===== src/rtl/vtpg_cfg_ctrl.sv =====
// Configuration and sequencing controller for the video timing pattern generator.
// Shadow timing registers behind a register bus; commits land on active timing at frame boundaries.
module vtpg_cfg_ctrl #(
    parameter int H_BITS    = 12,
    parameter int V_BITS    = 12,
    parameter int FCNT_BITS = 16
) (
    input  logic              clk,
    input  logic              rst_n,
    input  logic              wr_en,
    input  logic [3:0]        wr_addr,
    input  logic [15:0]       wr_data,
    input  logic              rd_en,
    input  logic [3:0]        rd_addr,
    output logic [15:0]       rd_data,
    output logic              rd_vld,
    input  logic              vs,
    output logic              vtpg_rst_n,
    output logic [H_BITS-1:0] tH_END,
    output logic [H_BITS-1:0] tHS_START,
    output logic [H_BITS-1:0] tHS_END,
    output logic [H_BITS-1:0] tHACT_START,
    output logic [H_BITS-1:0] tHACT_END,
    output logic [V_BITS-1:0] tVS_START,
    output logic [V_BITS-1:0] tVS_END,
    output logic [V_BITS-1:0] tVACT_START,
    output logic [V_BITS-1:0] tVACT_END
);

    localparam logic [1:0] ST_IDLE      = 2'd0;
    localparam logic [1:0] ST_START     = 2'd1;
    localparam logic [1:0] ST_RUN       = 2'd2;
    localparam logic [1:0] ST_STOP_WAIT = 2'd3;

    localparam logic [3:0] A_CTRL   = 4'h0;
    localparam logic [3:0] A_STATUS = 4'hA;
    localparam logic [3:0] A_FCNT   = 4'hB;

    // Power-on timing is standard 640x480 so the generator is usable without setup.
    function automatic logic [H_BITS-1:0] h_rst(input int idx);
        case (idx)
            0:       return H_BITS'(799);
            1:       return H_BITS'(656);
            2:       return H_BITS'(752);
            3:       return H_BITS'(0);
            default: return H_BITS'(640);
        endcase
    endfunction

    function automatic logic [V_BITS-1:0] v_rst(input int idx);
        case (idx)
            0:       return V_BITS'(490);
            1:       return V_BITS'(492);
            2:       return V_BITS'(0);
            default: return V_BITS'(480);
        endcase
    endfunction

    logic [H_BITS-1:0]    sh_h_q  [5];
    logic [H_BITS-1:0]    sh_h_d  [5];
    logic [H_BITS-1:0]    act_h_q [5];
    logic [H_BITS-1:0]    act_h_d [5];
    logic [V_BITS-1:0]    sh_v_q  [4];
    logic [V_BITS-1:0]    sh_v_d  [4];
    logic [V_BITS-1:0]    act_v_q [4];
    logic [V_BITS-1:0]    act_v_d [4];

    logic [1:0]           state_q, state_d;
    logic                 enable_q, enable_d;
    logic                 pending_q, pending_d;
    logic [FCNT_BITS-1:0] fcnt_q, fcnt_d;
    logic                 vs_q, vs_d;
    logic                 vtpg_rst_n_q, vtpg_rst_n_d;
    logic [15:0]          rd_data_q, rd_data_d;
    logic                 rd_vld_q, rd_vld_d;

    logic                 vs_rise, vs_fall, in_run, apply, ctrl_wr;
    logic [15:0]          rd_word;
    logic                 unused_wr_bits;

    assign unused_wr_bits = ^wr_data;

    assign vs_rise = vs & ~vs_q;
    assign vs_fall = ~vs & vs_q;
    assign in_run  = (state_q == ST_RUN) || (state_q == ST_STOP_WAIT);
    assign ctrl_wr = wr_en && (wr_addr == A_CTRL);
    // Outside of running states a pending commit is applied immediately; while running, only on vs rise.
    assign apply   = pending_q &&
                     ((state_q == ST_IDLE) || (state_q == ST_START) || (in_run && vs_rise));

    always_comb begin
        sh_h_d  = sh_h_q;
        sh_v_d  = sh_v_q;
        act_h_d = act_h_q;
        act_v_d = act_v_q;
        for (int i = 0; i < 5; i++) begin
            if (wr_en && (wr_addr == 4'(i + 1))) sh_h_d[i] = wr_data[H_BITS-1:0];
        end
        for (int i = 0; i < 4; i++) begin
            if (wr_en && (wr_addr == 4'(i + 6))) sh_v_d[i] = wr_data[V_BITS-1:0];
        end
        // Active copies the pre-write shadow, so a same-cycle shadow write waits for the next commit.
        if (apply) begin
            act_h_d = sh_h_q;
            act_v_d = sh_v_q;
        end
    end

    always_comb begin
        enable_d  = ctrl_wr ? wr_data[0] : enable_q;
        pending_d = pending_q;
        if (apply) pending_d = 1'b0;
        if (ctrl_wr && wr_data[1]) pending_d = 1'b1;

        fcnt_d = fcnt_q;
        if (in_run && vs_rise) fcnt_d = fcnt_q + FCNT_BITS'(1);
        if (wr_en && (wr_addr == A_FCNT)) fcnt_d = '0;

        vs_d    = vs;
        state_d = state_q;
        case (state_q)
            ST_IDLE:      if (enable_q) state_d = ST_START;
            ST_START:     state_d = ST_RUN;
            ST_RUN:       if (!enable_q) state_d = ST_STOP_WAIT;
            ST_STOP_WAIT: begin
                if (enable_q)     state_d = ST_RUN;
                else if (vs_fall) state_d = ST_IDLE;
            end
            default:      state_d = ST_IDLE;
        endcase
        vtpg_rst_n_d = (state_d == ST_RUN) || (state_d == ST_STOP_WAIT);
    end

    always_comb begin
        rd_word = '0;
        for (int i = 0; i < 5; i++) begin
            if (rd_addr == 4'(i + 1)) rd_word = 16'(sh_h_q[i]);
        end
        for (int i = 0; i < 4; i++) begin
            if (rd_addr == 4'(i + 6)) rd_word = 16'(sh_v_q[i]);
        end
        if (rd_addr == A_CTRL)   rd_word = {15'b0, enable_q};
        if (rd_addr == A_STATUS) rd_word = {12'b0, state_q, pending_q, state_q == ST_RUN};
        if (rd_addr == A_FCNT)   rd_word = 16'(fcnt_q);

        rd_vld_d  = rd_en;
        rd_data_d = rd_en ? rd_word : rd_data_q;
    end

    always_ff @(posedge clk or negedge rst_n) begin
        if (!rst_n) begin
            for (int i = 0; i < 5; i++) begin
                sh_h_q[i]  <= h_rst(i);
                act_h_q[i] <= h_rst(i);
            end
            for (int i = 0; i < 4; i++) begin
                sh_v_q[i]  <= v_rst(i);
                act_v_q[i] <= v_rst(i);
            end
            state_q      <= ST_IDLE;
            enable_q     <= 1'b0;
            pending_q    <= 1'b0;
            fcnt_q       <= '0;
            vs_q         <= 1'b0;
            vtpg_rst_n_q <= 1'b0;
            rd_data_q    <= '0;
            rd_vld_q     <= 1'b0;
        end else begin
            sh_h_q       <= sh_h_d;
            act_h_q      <= act_h_d;
            sh_v_q       <= sh_v_d;
            act_v_q      <= act_v_d;
            state_q      <= state_d;
            enable_q     <= enable_d;
            pending_q    <= pending_d;
            fcnt_q       <= fcnt_d;
            vs_q         <= vs_d;
            vtpg_rst_n_q <= vtpg_rst_n_d;
            rd_data_q    <= rd_data_d;
            rd_vld_q     <= rd_vld_d;
        end
    end

    assign rd_data     = rd_data_q;
    assign rd_vld      = rd_vld_q;
    assign vtpg_rst_n  = vtpg_rst_n_q;
    assign tH_END      = act_h_q[0];
    assign tHS_START   = act_h_q[1];
    assign tHS_END     = act_h_q[2];
    assign tHACT_START = act_h_q[3];
    assign tHACT_END   = act_h_q[4];
    assign tVS_START   = act_v_q[0];
    assign tVS_END     = act_v_q[1];
    assign tVACT_START = act_v_q[2];
    assign tVACT_END   = act_v_q[3];

endmodule


===== config.mk =====
export PLATFORM = sky130hd
export DESIGN_NAME = vtpg_cfg_ctrl
export DESIGN_NICKNAME = d
export VERILOG_FILES = /design/src/rtl/vtpg_cfg_ctrl.sv
export SDC_FILE = /design/constraint.sdc
export NUM_CORES = 1
export LEC_CHECK = 0
export CAP_MARGIN = 30
export CORE_MARGIN = 2
export CORE_UTILIZATION = 45
export CTS_BUF_LIST = sky130_fd_sc_hd__clkbuf_8
export CTS_CLUSTER_SIZE = 14
export DETAILED_ROUTE_END_ITERATION = 16
export GPL_TIMING_DRIVEN = 0
export PLACE_DENSITY_LB_ADDON = 0.25
export SLEW_MARGIN = 15
export SYNTH_ARGS = -nofsm -noshare
export SYNTH_HDL_FRONTEND = slang
export SYNTH_SLANG_ARGS = --single-unit

===== constraint.sdc =====
create_clock -name clk -period 2.85 [get_ports clk]
set_input_delay 0.285 -clock clk [delete_from_list [all_inputs] [get_ports clk]]
set_output_delay 0.285 -clock clk [all_outputs]
set_load 0.005 [all_outputs]

== Word-level counts from Yosys, hierarchy flattened ==
Cells that the tools add are included.

* Add/sub/neg operators: 1
* Equality and inequality tests: 26
* Mux-type cells: 21
* Bitwise logic cells: 4
* Reduce and logical (&&, ||, !) cells: 23

{| class="wikitable"
|+ Operators by type and width
! kind !! number
|-
| 2-to-1 mux 16 bit || 13
|-
| equality test 4 x 3 -> 1 bit, second input constant || 8
|-
| equality test 4 bit, second input constant || 7
|-
| adder 16 x 1 -> 16 bit, second input constant || 1
|-
| equality test 4 x 2 -> 1 bit, second input constant || 4
|-
| logical AND 1 bit || 14
|-
| 2-to-1 mux 12 bit || 1
|-
| equality test 2 bit, second input constant || 4
|-
| equality test 4 x 1 -> 1 bit, second input constant || 2
|-
| zero test 4 bit || 2
|-
| 2-to-1 mux 2 bit || 4
|-
| one-hot mux 2 bit (4 select lines) || 1
|-
| logical OR 1 bit || 4
|-
| nonzero test 2 bit || 2
|-
| bitwise AND 1 bit || 2
|-
| equality test 2 x 1 -> 1 bit, second input constant || 1
|-
| zero test 2 bit || 1
|-
| 2-to-1 mux 1 bit || 2
|-
| NOT 1 bit || 2
|}

* Register bits: 255
* Output and inout bits: 126
* Word-level logic and storage cells: 101

== Longest topological paths before layout ==
Gate-level depths: netlist of run 1.

* Depth after elaboration: 13
* Gate-level depth with buffers: 7
* Gate-level depth less buffers: 5

== Worst setup path before layout of run 1 ==
No wires, ideal clock.

* Kind: flip-flop to flip-flop
* Start point: reg state_q[1]
* End point: reg act_h_q (netlist bit tHACT_START[10])
* Library setup time: 125 ps
* Arrival time: 1574 ps
* Required time: 2725 ps
* Slack: 1151 ps
* Cell stages (with the launch flop): 8
* Path through: dfrtp_1 -> buf_4 -> nand3b_1 -> a21boi_0 -> buf_2 -> buf_4 -> buf_4 -> mux2_2

* Word-level cells in the longest chain between the ends: 5
* Elaborated cells between the ends (all ways): 9
* Classes of those cells: eq/ne (3); reduce/logical (6)

{| class="wikitable"
|+ RTL lines
! item !! RTL line !! RTL
|-
| start: declaration || 68 || <nowiki>logic [1:0] state_q, state_d;</nowiki>
|-
| start signal: assignment || 173 || <nowiki>state_q <= state_d;</nowiki>
|-
| equality test 2 bit || 85 || <nowiki>assign in_run = (state_q == ST_RUN) || (state_q == ST_STOP_WAIT);</nowiki>
|-
| logical OR 1 bit || 85 ||
|-
| logical AND 1 bit || 89 || <nowiki>((state_q == ST_IDLE) || (state_q == ST_START) || (in_run && vs_rise));</nowiki>
|-
| logical OR 1 bit (*) || 89 ||
|-
| logical AND 1 bit (*) || 88 || <nowiki>assign apply = pending_q &&</nowiki>
|-
| end signal: indexed assignment || 154 || <nowiki>act_h_q[i] <= h_rst(i);</nowiki>
|-
| end signal: assignment || 170 || <nowiki>act_h_q <= act_h_d;</nowiki>
|-
| end: declaration || 61 || <nowiki>logic [H_BITS-1:0] act_h_q [5];</nowiki>
|}

Every way passes the cells marked *; elsewhere a longest branch is shown, timed or not.
A chain may end at the register's enable or synchronous reset.

== Final worst setup path of run 1 ==
* Start point: in rd_addr[0]
* End point: reg rd_data_q[8], in the netlist rd_data[8]

* Word-level cells in the longest chain between the ends: 13
* Elaborated cells between the ends (all ways): 24
* Classes of those cells: eq/ne (11); mux (12); reduce/logical (1)

{| class="wikitable"
|+ RTL lines
! item !! RTL line !! RTL
|-
| start: declaration || 14 || <nowiki>input logic [3:0] rd_addr,</nowiki>
|-
| equality test 4 x 1 -> 1 bit || 137 || <nowiki>if (rd_addr == 4'(i + 1)) rd_word = 16'(sh_h_q[i]);</nowiki>
|-
| 2-to-1 mux 12 bit || 137 ||
|-
| 2-to-1 mux 16 bit (4 in series) || 137 ||
|-
| 2-to-1 mux 16 bit (4 in series) || 140 || <nowiki>if (rd_addr == 4'(i + 6)) rd_word = 16'(sh_v_q[i]);</nowiki>
|-
| 2-to-1 mux 16 bit || 142 || <nowiki>if (rd_addr == A_CTRL) rd_word = {15'b0, enable_q};</nowiki>
|-
| 2-to-1 mux 16 bit || 143 || <nowiki>if (rd_addr == A_STATUS) rd_word = {12'b0, state_q, pending_q, state_q == ST_RUN};</nowiki>
|-
| 2-to-1 mux 16 bit (*) || 144 || <nowiki>if (rd_addr == A_FCNT) rd_word = 16'(fcnt_q);</nowiki>
|-
| end signal: assignment || 179 || <nowiki>rd_data_q <= rd_data_d;</nowiki>
|-
| end: declaration || 74 || <nowiki>logic [15:0] rd_data_q, rd_data_d;</nowiki>
|}

Marked as above.

==> impl_metrics.ini, run 1 <==
[final_layout]
final_common_cell = mux2_2
nets = 1055
final_cells = 1385
drive_above_1_share_pct = 38.9
n_fill_cell = 2082
final_core_util_pct = 57.7
areaGrowthSynthToFinish_pct = 25.8
final_cell_mix = 239 x mux2_2, 188 x dfrtp_1, 145 x clkdlybuf4s50_1

[critical_path]
reg2reg_from = state_q[1]$_DFF_PN0_
cp_max_fo = 10
cp-start-kind = input pin
reg2reg_depth = 7
crit_required_ns = 3.31
path_class = in -> reg
crit_start = rd_addr[0]
crit_arrival_ns = 2.67
crit_path_end_kind = register
r2r_end = tHS_END[0]$_DFFE_PN0P_
reg2reg_slack_ns = 0.77

[logic_synthesis]
synth-edff-count = 0
ys_seq_area_share_pct = 57.5
syn-num-nets = 861
synth.cell_area_um2 = 11200
ys_types = 55
synth_cells = 831
synth_async_sr_flop_share_pct = 100
ys_warn_count = 0
syn_area_per_cell_um2 = 13.5
synth-seq-cells = 254
synth_flop_cell = dfrtp_1

[die]
initial_core_util_pct = 45.9
die_y_um = 162
die_w_um = 162
core_um2 = 24400
die_area_um2 = 26100
ios = 155
num_rows = 57

[detailed_routing]
met1Wirelength_um = 14300
detail_route.iter0.violations = 519
drtPass1Iterations = 5
wl_met2_um = 14100
topRoutingLayerUsed = met5
vias = 7727
routedWlPerCell_um = 22.6
postRouteAntennaNets = 0
routed_wl_um = 31200
wl_met3_um = 2060
viasPerCell = 5.58
drc = 0

[placement]
dp_hpwl_um = 22200
place_ws_ns = 0.140
gp_congestion = 0.893
place_inst = 1303
numPortBuffers = 146

[power_and_ir_drop]
pwr-share-comb_pct = 26.4
p_int_w = 0.00926
irDropWorstVdd_mv = 0.456
switching_share_pct = 26.9
seq_power_share_pct = 46.2
p_sw_w = 0.00341
power_density_nw_per_um2 = 900
power_frac_clock_pct = 27.3
leakagePower_nw = 6.03
finalPower_w = 0.0127

[sta]
fin_ws_ns = 0.636
maxSlewViolCount = 0
period_share_pct = 77.7
hold_viol_final = 0
layout_min_cycle_time_ns = 2.21
max_freq_mhz = 452
rsz0062_at_grt = no
finClkSkew_ns = 0.0134
setup_tns_ns = 0
tightest_slew_ns = 0.817
setup_violations = 0
relSlewSlack_pct = 45.1

[clock_tree]
cts_tree = yes
tritoncts.num_buffers = 43
clkLatencyLatePin_ns = 0.54
root_buffer = clkbuf_8
cts_setup_buffers = 0
cts_buffer_depth = 3
cts_resized = 0
clk_transition_reported_paths_ns = 0.06
hold_buffers = 1
clock-sinks = 254
htreeDepth = 2

[global_routing]
grt_pass1_wl_um = 47400
grt_max_degree = 91
grt_pass1_vias = 7847
grt_overflow_total = 0
grt_usage_pct = 24.1
grt_antenna_before_repair = 1

[hold_path]
hold_depth = 4
min-delay-start = rd_addr[3]
hold_end = rd_data[7]$_DFFE_PN0P_
hp-class = in -> reg

[job]
drv_cap = 0

[run_status]
status = complete, no violations
[through the flow]
stage / hold WS, ns / cell area [µm²]
2_1_floorplan: -0.0106 / 11200
3_3_place_gp: 0.489 / 13100
3_5_place_dp: 0.325 / 13100
4_1_cts: 0.230 / 14100
5_1_grt: 0.266 / 14100
6_report: 0.271 / 14100
[critical path, stage by stage]
cell             delay (ns)
clkdlybuf4s50_1        0.48
buf_4                  0.21
buf_2                  0.29
clkbuf_1               0.51
o22ai_1                0.24
a21oi_1                0.21
o2111ai_1              0.22
a31oi_1                0.21
[registers in the layout, summed over array words and instances, names as in the netlist]
name         cells
tVACT_START     12
tVS_END         12
pending_q        1
tH_END          12
enable_q         1
sh_h_q          60
tHACT_START     12
tVS_START       12
state_q          2
tHS_START       12
sh_v_q          48
rd_vld           1
tHACT_END       12
tHS_END         12
fcnt_q          16
vs_q             1
rd_data         16
tVACT_END       12
[layout make-up]
class                      count  area [µm²]  share of cell area, %
clock buffer                  55         757                   5.38
tap                          324         405                   2.88
sequential                   254        6440                   45.8
buffer                        50         279                   1.98
antenna                        1        2.50                 0.0178
timing repair buffer         149        1530                   10.9
multi-input combinational    520        4450                   31.6
clock inverter                25         185                   1.32
inverter                       7        26.3                  0.187
[worst max-delay path by stage]
stage | end | cells past startpoint
after detailed placement | rd_data[8]$_DFFE_PN0P_ | 8
after floorplan | tHACT_START[10]$_DFFE_PN0P_ | 7
after CTS | rd_data[8]$_DFFE_PN0P_ | 8
after global placement | rd_data[13]$_DFFE_PN0P_ | 1
final | rd_data[8]$_DFFE_PN0P_ | 8
after global routing | rd_data[10]$_DFFE_PN0P_ | 8
[cell families (layout without fill, tap and decap cells)]
group                      after synthesis  after routing  synth area share [%]
AOI/OAI and AO/OA                      112            112                  6.92
other                                    0              1                     0
xor gates and xnor gates                14             14                  1.10
buffers and inverters                   57            286                  2.73
and+or+nand+nor                        145            145                  6.73
muxes                                  248            248                  24.9
DFF                                    254            254                  57.5
adders and majority gates                1              1                 0.112
[power by group through the flow]
stage	Sequential, W	Clock (W)	Combinational, W
finish	0.00585	0.00346	0.00335
global route	0.00599	0.00372	0.00361
CTS	0.00585	0.00353	0.00339
detailed placement	0.00589	0	0.00336
global placement	0.00590	0	0.00328
floorplan	0.00564	0	0.00140
[cell usage after synthesis (all sizes together) (2+ instances only)]
| cell type | instances | share of area (%) |
|---|---|---|
| o21bai | 4 | 0.27 |
| and2 | 2 | 0.11 |
| xnor2 | 13 | 1.0 |
| o221ai | 4 | 0.31 |
| a22o | 3 | 0.23 |
| nor2b | 5 | 0.28 |
| o22ai | 9 | 0.50 |
| o31ai | 2 | 0.13 |
| dfstp | 66 | 15 |
| and4 | 2 | 0.16 |
| o221a | 2 | 0.20 |
| nor3 | 12 | 0.54 |
| nor3b | 5 | 0.34 |
| nand2b | 11 | 0.68 |
| o2bb2ai | 9 | 0.70 |
| mux2i | 8 | 0.72 |
| a2bb2oi | 3 | 0.23 |
| o2111ai | 3 | 0.23 |
| nand3b | 8 | 0.54 |
| nand3 | 12 | 0.54 |
| a31oi | 5 | 0.28 |
| o311a | 2 | 0.18 |
| or3 | 4 | 0.22 |
| clkbuf | 9 | 0.30 |
| a21oi | 34 | 1.5 |
| buf | 41 | 2.2 |
| o32a | 2 | 0.18 |
| inv | 6 | 0.20 |
| and3b | 3 | 0.23 |
| a221oi | 4 | 0.31 |
| a221o | 5 | 0.45 |
| nor4 | 6 | 0.34 |
| dfrtp | 188 | 42 |
| nor2 | 40 | 1.3 |
| o21ai | 13 | 0.58 |
| mux2 | 240 | 24 |
| a211oi | 3 | 0.20 |
| nand2 | 31 | 1.0 |
[routing by layer]
layer | vias up | GRT usage, %
li1 | 3432 | -
met4 | 2 | 7.20
met2 | 297 | 36.8
met1 | 3944 | 34.7
met5 | - | 0
met3 | 52 | 5.23
(Power assumes the default switching activity.)
==> run 2, diff against run 1 <==
- clock period: 2.85 -> 2.3 ns (I/O delays scaled with it)
==> results of run 2 <==
Same layout as run 1 (identical final DEF). Status: complete, no violations.
Among the figures that moved: setup slack after placement 0.140 ns -> -0.355 ns; setup slack after layout 0.636 ns -> 0.141 ns; hold slack 0.271 ns -> 0.216 ns; register-to-register setup slack 0.77 ns -> 0.22 ns; total power 0.0127 W -> 0.0157 W; worst IR drop on VDD 0.456 mV -> 0.565 mV
